**config.mk**
```make
export PLATFORM = sky130hd
export DESIGN_NAME = node_iface
export DESIGN_NICKNAME = d
export VERILOG_FILES = /design/src/rtl/node_iface.sv
export SDC_FILE = /design/constraint.sdc
export NUM_CORES = 1
export LEC_CHECK = 0
export CORE_ASPECT_RATIO = 1.25
export CORE_MARGIN = 3
export CORE_UTILIZATION = 26
export CTS_BUF_LIST = sky130_fd_sc_hd__clkbuf_2
export DETAILED_ROUTE_END_ITERATION = 10
export PLACE_DENSITY = 0.41
export SLEW_MARGIN = 20
export SYNTH_ARGS = -nofsm -noshare
export SYNTH_HDL_FRONTEND = slang
export SYNTH_SLANG_ARGS = --single-unit
```
**constraint.sdc**
```tcl
create_clock -name clk -period 3.4 [get_ports clk]
set_clock_uncertainty 0.15 [all_clocks]
set_input_delay 0.51 -clock clk [delete_from_list [all_inputs] [get_ports clk]]
set_output_delay 0.51 -clock clk [all_outputs]
set_load 0.05 [all_outputs]
```
**src/rtl/node_iface.sv**
```systemverilog
// node_iface -- local-node endpoint on port 4 (inject/eject) of the deflection router.
//
// TX side: core requests are stamped with this node's address and a rolling
// sequence number. Each one is then queued and offered to the router on port4_ci.
// The head entry is retired on port4_ack. A starvation counter tracks how long the
// head has been refused.
//
// RX side: the router ejects flits on port4_co and gives no backpressure. Each
// ejected flit is captured into an RX FIFO, and the core drains that FIFO with
// rx_valid/rx_ready. Requests addressed to this node skip the router and go
// straight into the RX FIFO.
//
// Ports:
//   clk, rst_n                 clock, asynchronous active-low reset
//   tx_valid/tx_ready          core request handshake
//   tx_dest, tx_payload        request destination and payload
//   port4_ci                   flit offered to the router (all-zero when idle)
//   port4_ack                  router consumed port4_ci this cycle
//   port4_co                   ejected flit (MSB = valid)
//   rx_valid/rx_ready/rx_data  RX FIFO head and drain handshake
//   starve                     head flit refused for >= STARVE_TH cycles
//   rx_overflow                sticky: an ejected flit was dropped
//
// Flit layout: {valid, payload, seq, src, dest}, with dest in the LSBs.
module node_iface #(
    parameter int                ADDR_W    = 4,
    parameter logic [ADDR_W-1:0] ADDR      = 4'b0101,
    parameter int                SEQ_W     = 4,
    parameter int                CTRL_W    = 24,
    parameter int                TX_DEPTH  = 4,
    parameter int                RX_DEPTH  = 4,
    parameter int                STARVE_W  = 6,
    parameter int                STARVE_TH = 8,
    parameter int                PAY_W     = CTRL_W - 1 - 2*ADDR_W - SEQ_W
) (
    input  logic              clk,
    input  logic              rst_n,
    input  logic              tx_valid,
    output logic              tx_ready,
    input  logic [ADDR_W-1:0] tx_dest,
    input  logic [PAY_W-1:0]  tx_payload,
    output logic [CTRL_W-1:0] port4_ci,
    input  logic              port4_ack,
    input  logic [CTRL_W-1:0] port4_co,
    output logic              rx_valid,
    input  logic              rx_ready,
    output logic [CTRL_W-1:0] rx_data,
    output logic              starve,
    output logic              rx_overflow
);

    localparam int TX_AW = $clog2(TX_DEPTH);
    localparam int RX_AW = $clog2(RX_DEPTH);
    localparam logic [TX_AW:0]      TX_FULL_CNT = (TX_AW+1)'(TX_DEPTH);
    localparam logic [RX_AW:0]      RX_FULL_CNT = (RX_AW+1)'(RX_DEPTH);
    localparam logic [STARVE_W-1:0] STARVE_LIM  = STARVE_W'(STARVE_TH);

    // Storage arrays carry no reset: the pointers and counts below are reset,
    // so any stale contents are unreachable after reset.
    logic [CTRL_W-1:0] tx_mem [TX_DEPTH];
    logic [CTRL_W-1:0] rx_mem [RX_DEPTH];

    logic [TX_AW-1:0]    tx_wr_ptr_reg, tx_rd_ptr_reg;
    logic [TX_AW:0]      tx_cnt_reg;
    logic [RX_AW-1:0]    rx_wr_ptr_reg, rx_rd_ptr_reg;
    logic [RX_AW:0]      rx_cnt_reg;
    logic [SEQ_W-1:0]    seq_reg;
    logic [STARVE_W-1:0] starve_cnt_reg, starve_cnt_next;
    logic                starve_reg;
    logic                rx_overflow_reg;

    logic tx_empty, tx_full, rx_empty, rx_full;
    logic self_req, eject_valid;
    logic tx_fire, tx_push, loop_push, tx_pop;
    logic rx_pop, ej_push, ej_drop, rx_push;
    logic [CTRL_W-1:0] new_flit, rx_wdata;

    assign tx_empty = (tx_cnt_reg == '0);
    assign tx_full  = (tx_cnt_reg == TX_FULL_CNT);
    assign rx_empty = (rx_cnt_reg == '0);
    assign rx_full  = (rx_cnt_reg == RX_FULL_CNT);

    assign self_req    = (tx_dest == ADDR);
    assign eject_valid = port4_co[CTRL_W-1];

    // A self-addressed request needs the RX write port. Network ejection
    // cannot be stalled, so ejection wins that port, and a loopback is refused
    // whenever RX is full or an ejection arrives in the same cycle.
    assign tx_ready  = !tx_full && !(self_req && (rx_full || eject_valid));
    assign tx_fire   = tx_valid && tx_ready;
    assign tx_push   = tx_fire && !self_req;
    assign loop_push = tx_fire && self_req;
    assign new_flit  = {1'b1, tx_payload, seq_reg, ADDR, tx_dest};

    // An ack while nothing is offered has no effect.
    assign tx_pop = !tx_empty && port4_ack;

    // A same-cycle drain frees a slot for an ejected flit.
    assign rx_pop   = !rx_empty && rx_ready;
    assign ej_push  = eject_valid && (!rx_full || rx_pop);
    assign ej_drop  = eject_valid && rx_full && !rx_pop;
    assign rx_push  = ej_push || loop_push;
    assign rx_wdata = ej_push ? port4_co : new_flit;

    assign port4_ci    = tx_empty ? '0 : tx_mem[tx_rd_ptr_reg];
    assign rx_valid    = !rx_empty;
    assign rx_data     = rx_empty ? '0 : rx_mem[rx_rd_ptr_reg];
    assign starve      = starve_reg;
    assign rx_overflow = rx_overflow_reg;

    always_ff @(posedge clk) begin
        if (tx_push) tx_mem[tx_wr_ptr_reg] <= new_flit;
        if (rx_push) rx_mem[rx_wr_ptr_reg] <= rx_wdata;
    end

    always_ff @(posedge clk or negedge rst_n) begin
        if (!rst_n) begin
            tx_wr_ptr_reg <= '0;
            tx_rd_ptr_reg <= '0;
            tx_cnt_reg    <= '0;
        end else begin
            if (tx_push) tx_wr_ptr_reg <= tx_wr_ptr_reg + 1'b1;
            if (tx_pop)  tx_rd_ptr_reg <= tx_rd_ptr_reg + 1'b1;
            tx_cnt_reg <= tx_cnt_reg + {{TX_AW{1'b0}}, tx_push} - {{TX_AW{1'b0}}, tx_pop};
        end
    end

    always_ff @(posedge clk or negedge rst_n) begin
        if (!rst_n) begin
            rx_wr_ptr_reg   <= '0;
            rx_rd_ptr_reg   <= '0;
            rx_cnt_reg      <= '0;
            rx_overflow_reg <= 1'b0;
        end else begin
            if (rx_push) rx_wr_ptr_reg <= rx_wr_ptr_reg + 1'b1;
            if (rx_pop)  rx_rd_ptr_reg <= rx_rd_ptr_reg + 1'b1;
            rx_cnt_reg <= rx_cnt_reg + {{RX_AW{1'b0}}, rx_push} - {{RX_AW{1'b0}}, rx_pop};
            if (ej_drop) rx_overflow_reg <= 1'b1;
        end
    end

    // Every accepted request consumes a sequence number, including loopbacks.
    always_ff @(posedge clk or negedge rst_n) begin
        if (!rst_n)       seq_reg <= '0;
        else if (tx_fire) seq_reg <= seq_reg + 1'b1;
    end

    always_comb begin
        starve_cnt_next = starve_cnt_reg;
        if (tx_empty || port4_ack)
            starve_cnt_next = '0;
        else if (starve_cnt_reg != '1)
            starve_cnt_next = starve_cnt_reg + 1'b1;
    end

    always_ff @(posedge clk or negedge rst_n) begin
        if (!rst_n) begin
            starve_cnt_reg <= '0;
            starve_reg     <= 1'b0;
        end else begin
            starve_cnt_reg <= starve_cnt_next;
            starve_reg     <= (starve_cnt_next >= STARVE_LIM);
        end
    end

endmodule

```
==> flow_summary.ini <==
[status]
outcome = finished clean

[clock_network]
insertion_delay_ns = 0.74
clock_tree_sinks = 198
clk_transition_reported_paths_ns = 0.28
cts_root_buf = sky130_fd_sc_hd__clkbuf_2
cts_buffers = 17
cts_tree = yes
cts.htree.levels = 4
cts-root-to-sink-buffers = 2

[worst_setup_path]
timing.setup.critical_path_class = reg -> out
crit_path_start_kind = flop
critical_path.n_buffers_inverters = 2
critPathCaptureType = output port
kind_of_cell_adding_the_most_delay_to_the_critical_path = buffers and inverters
highest_delay_cell_along_the_critical_path = sky130_fd_sc_hd__mux4_2
worst_ep_arrival_time_ns = 2.53
crit_path_max_incr_delay_ns = 0.53
critical_path.max_fanout = 5
worst_ep_required_time_ns = 2.74
path_cells = buf_4 -> mux4_2 -> and2_1 -> dlygate4sd2_1

[synthesis]
yosysTopAreaCellShare = 0.6318
synth_seq_area_share = 0.7114
synth_top_family_by_area = multiplexers
synth_cell_type_count = 38
ys.flop_type = sky130_fd_sc_hd__edfxtp_1
post_synthesis_cell_area_sq_um = 8175
ys_seq_elements = 198
yosys-top-cells-area = sky130_fd_sc_hd__edfxtp_1, sky130_fd_sc_hd__mux4_2, sky130_fd_sc_hd__dfrtp_1, sky130_fd_sc_hd__and2_1, sky130_fd_sc_hd__mux2_2
synth_largest_area_cell = sky130_fd_sc_hd__edfxtp_1
synthesis.instances = 431
synth_mux_area_frac = 0.1512
average_size_of_a_mapped_cell_sq_um = 18.97
post_synth_and_or_nand_nor_area_fraction = 0.06413
asyncSetResetFlopFracSynth = 0.1313
synth_enable_flop_cells = 172
post_synth_fa_ha_maj_area_fraction = 0.02632
yosys_warnings = 0
complex_gate_fraction_of_the_synthesized_area = 0.009948
xor_and_xnor_area_share_after_synthesis = 0.01714

[route]
drt-pass1-iter-count = 4
via_count = 4085
ant_nets = 0
post-route-drc-count = 0
wl_microns = 18610
initialDrtViolationCount = 170
viasPerCell = 4.229
drt-wirelength-per-cell_microns = 19.27

[timing]
maxClockFrequency_mhz = 313.6
timing.slew.headroom = 0.6626
final_min_period_over_clock_period = 0.9378
setup_violation_total_in_the_final_timing_report = 0
period_minus_slack_ns = 3.188
slew_violations = 0
worst-slew-pin-transition_ns = 0.5052
finalSetupTns_ns = 0
rsz0062_at_grt = yes
finalHoldViolCount = 0

[power_and_ir_drop]
seqPwrFrac = 0.387
int_pwr_mw = 5.237
clkPwrFrac = 0.109
netSwitchingFraction = 0.4314
cellPowerDensity_nw_per_um2 = 930.7
static-leakage-power_nw = 3.431
power.combinational.fraction = 0.504
vdd_drop_max_mv = 0.6790
switchingPower_mw = 3.973

[place]
placedCellCount = 929
dp_hpwl_microns = 12810
port-buffer-count = 93
gpl.final_weighted_congestion = 0.7093

[job]
cap_viol_max_count = 0

[grt]
first_global_vias = 4583
grt_start_max_net_pins = 27
global_route.usage.total = 0.1140
global_route_wire_length_before_repair_microns = 27920
grt_overflow = 0
grt_antenna_before_repair = 1

[floorplanning]
rows = 71
die_x_microns = 164.6
design.die.area_sq_um = 33620
fp.dieH_microns = 204.3
floorplan.core_area_sq_um = 30560
io-pin-count = 96
initial_core_utilization = 0.2675

[finish]
n_fill_cell = 3022
flip_flop_count_of_the_largest_register_after_layout = 96
finalNonFillerCells = 966
num-nets-final = 611
layout-drive-gt1-share = 0.3067
layout-area-overhead-vs-synth_pct = 21.04

[worst_hold_path]
min_path_type = in -> reg
[metrics by stage]
stage / area, sq um / setup slack [ns] / utilization / hold WS, ns / power, mW
final: 9896 / 0.2115 / 0.3238 / 0.2242 / 9.210
after global routing: 9896 / -0.004538 / 0.3238 / 0.08963 / 9.758
after detailed placement: 9707 / 0.3321 / 0.3176 / 0.3233 / 8.500
after floorplan: 8190 / 0.7731 / - / 0.06441 / 6.809
after CTS: 9921 / -0.1095 / 0.3246 / 0.1193 / 9.476
after global placement: 9707 / 0.3774 / 0.3176 / 0.2928 / 8.450
[power by group through the flow]
| stage | registers, mW | logic, mW | clock network [mW] |
|---|---|---|---|
| after floorplan | 3.54 | 3.27 | 0 |
| after global placement | 3.64 | 4.81 | 0 |
| after detailed placement | 3.67 | 4.83 | 0 |
| after CTS | 3.57 | 4.82 | 1.08 |
| after global routing | 3.63 | 4.97 | 1.17 |
| final | 3.57 | 4.64 | 1.01 |
[Yosys cell counts, drive strengths merged, types with 3 or more instances]
library cell and n:
mux2 22, and2 49, dfrtp 26, nand2 5, clkbuf 10, xor2 5, or2 3, xnor2 11
nand3 4, or3 3, nor2 9, inv 14, nor2b 4, mux4 43, a21oi 4, buf 11
edfxtp 172, ha 14
[worst paths after layout]
| check | slack (ns) | end | cells after the start | start |
|---|---|---|---|---|
| hold / removal | 0.22 | tx_mem[0][14] | 1 | tx_payload[6] |
| setup / recovery | 0.21 | rx_data[6] | 4 | rx_rd_ptr_reg[0] |
| min in group asynchronous | 0.49 | rx_rd_ptr_reg[0] | 3 | rst_n |
| max in group asynchronous | 2.28 | tx_cnt_reg[0] | 3 | rst_n |
| setup reg to reg | 0.79 | rx_cnt_reg[1] | 7 | rx_cnt_reg[1] |
| hold reg to reg | 0.36 | rx_overflow | 1 | rx_overflow |
[cells by family (layout without fill, tap and decap cells)]
group           after synthesis  count (layout)
fa+ha+maj                    16              16
xor+xnor                     16              16
flops                       198             198
buf+inv                      35             164
other cells                   2               7
mux                          67              67
simple gates                 87              87
compound gates               10              10
[what timing repair did]
action                                  CTS  global route
gates resized for setup                  43            22
pin swaps                                 0             0
endpoints found under the hold margin    26             0
buffers inserted                          3             0
hold buffers                              1             0
endpoints found under the setup margin   24            27
[layout make-up]
type | count | area [sq um] | share of cell area
repair buffers | 118 | 1084 | 0.1095
clock inverters | 12 | 100.1 | 0.01012
inverters | 14 | 52.55 | 0.005310
clock buffers | 20 | 100.1 | 0.01012
well taps | 401 | 501.7 | 0.05070
flip-flops and latches | 198 | 5821 | 0.5882
multi-input cells | 202 | 2235 | 0.2258
diodes | 1 | 2.502 | 0.0002529
[layer usage]
metal / track usage / up-vias / routed length [microns]
li1: - / 1885 / -
met1: 0.1298 / 2127 / 7470
met2: 0.2122 / 65 / 10400
met3: 0.02352 / 8 / 533
met4: 0.03416 / 0 / 205
met5: 0 / - / 0
[cells in the final DEF (no fill, tap or decap), types with 5 or more instances in the layout]
cell type                         instances
sky130_fd_sc_hd__edfxtp_1               172
sky130_fd_sc_hd__and2_1                  49
sky130_fd_sc_hd__clkdlybuf4s50_1         45
sky130_fd_sc_hd__buf_4                   44
sky130_fd_sc_hd__mux4_2                  43
sky130_fd_sc_hd__dfrtp_1                 24
sky130_fd_sc_hd__clkbuf_2                23
sky130_fd_sc_hd__mux2_2                  21
sky130_fd_sc_hd__inv_1                   14
sky130_fd_sc_hd__ha_1                    14
sky130_fd_sc_hd__xnor2_1                 11
sky130_fd_sc_hd__nor2_1                   9
sky130_fd_sc_hd__buf_2                    9
sky130_fd_sc_hd__buf_12                   7
sky130_fd_sc_hd__conb_1                   6
sky130_fd_sc_hd__nand2_1                  5
sky130_fd_sc_hd__xor2_1                   5
sky130_fd_sc_hd__dlygate4sd2_1            5
(Power assumes the default switching activity.)
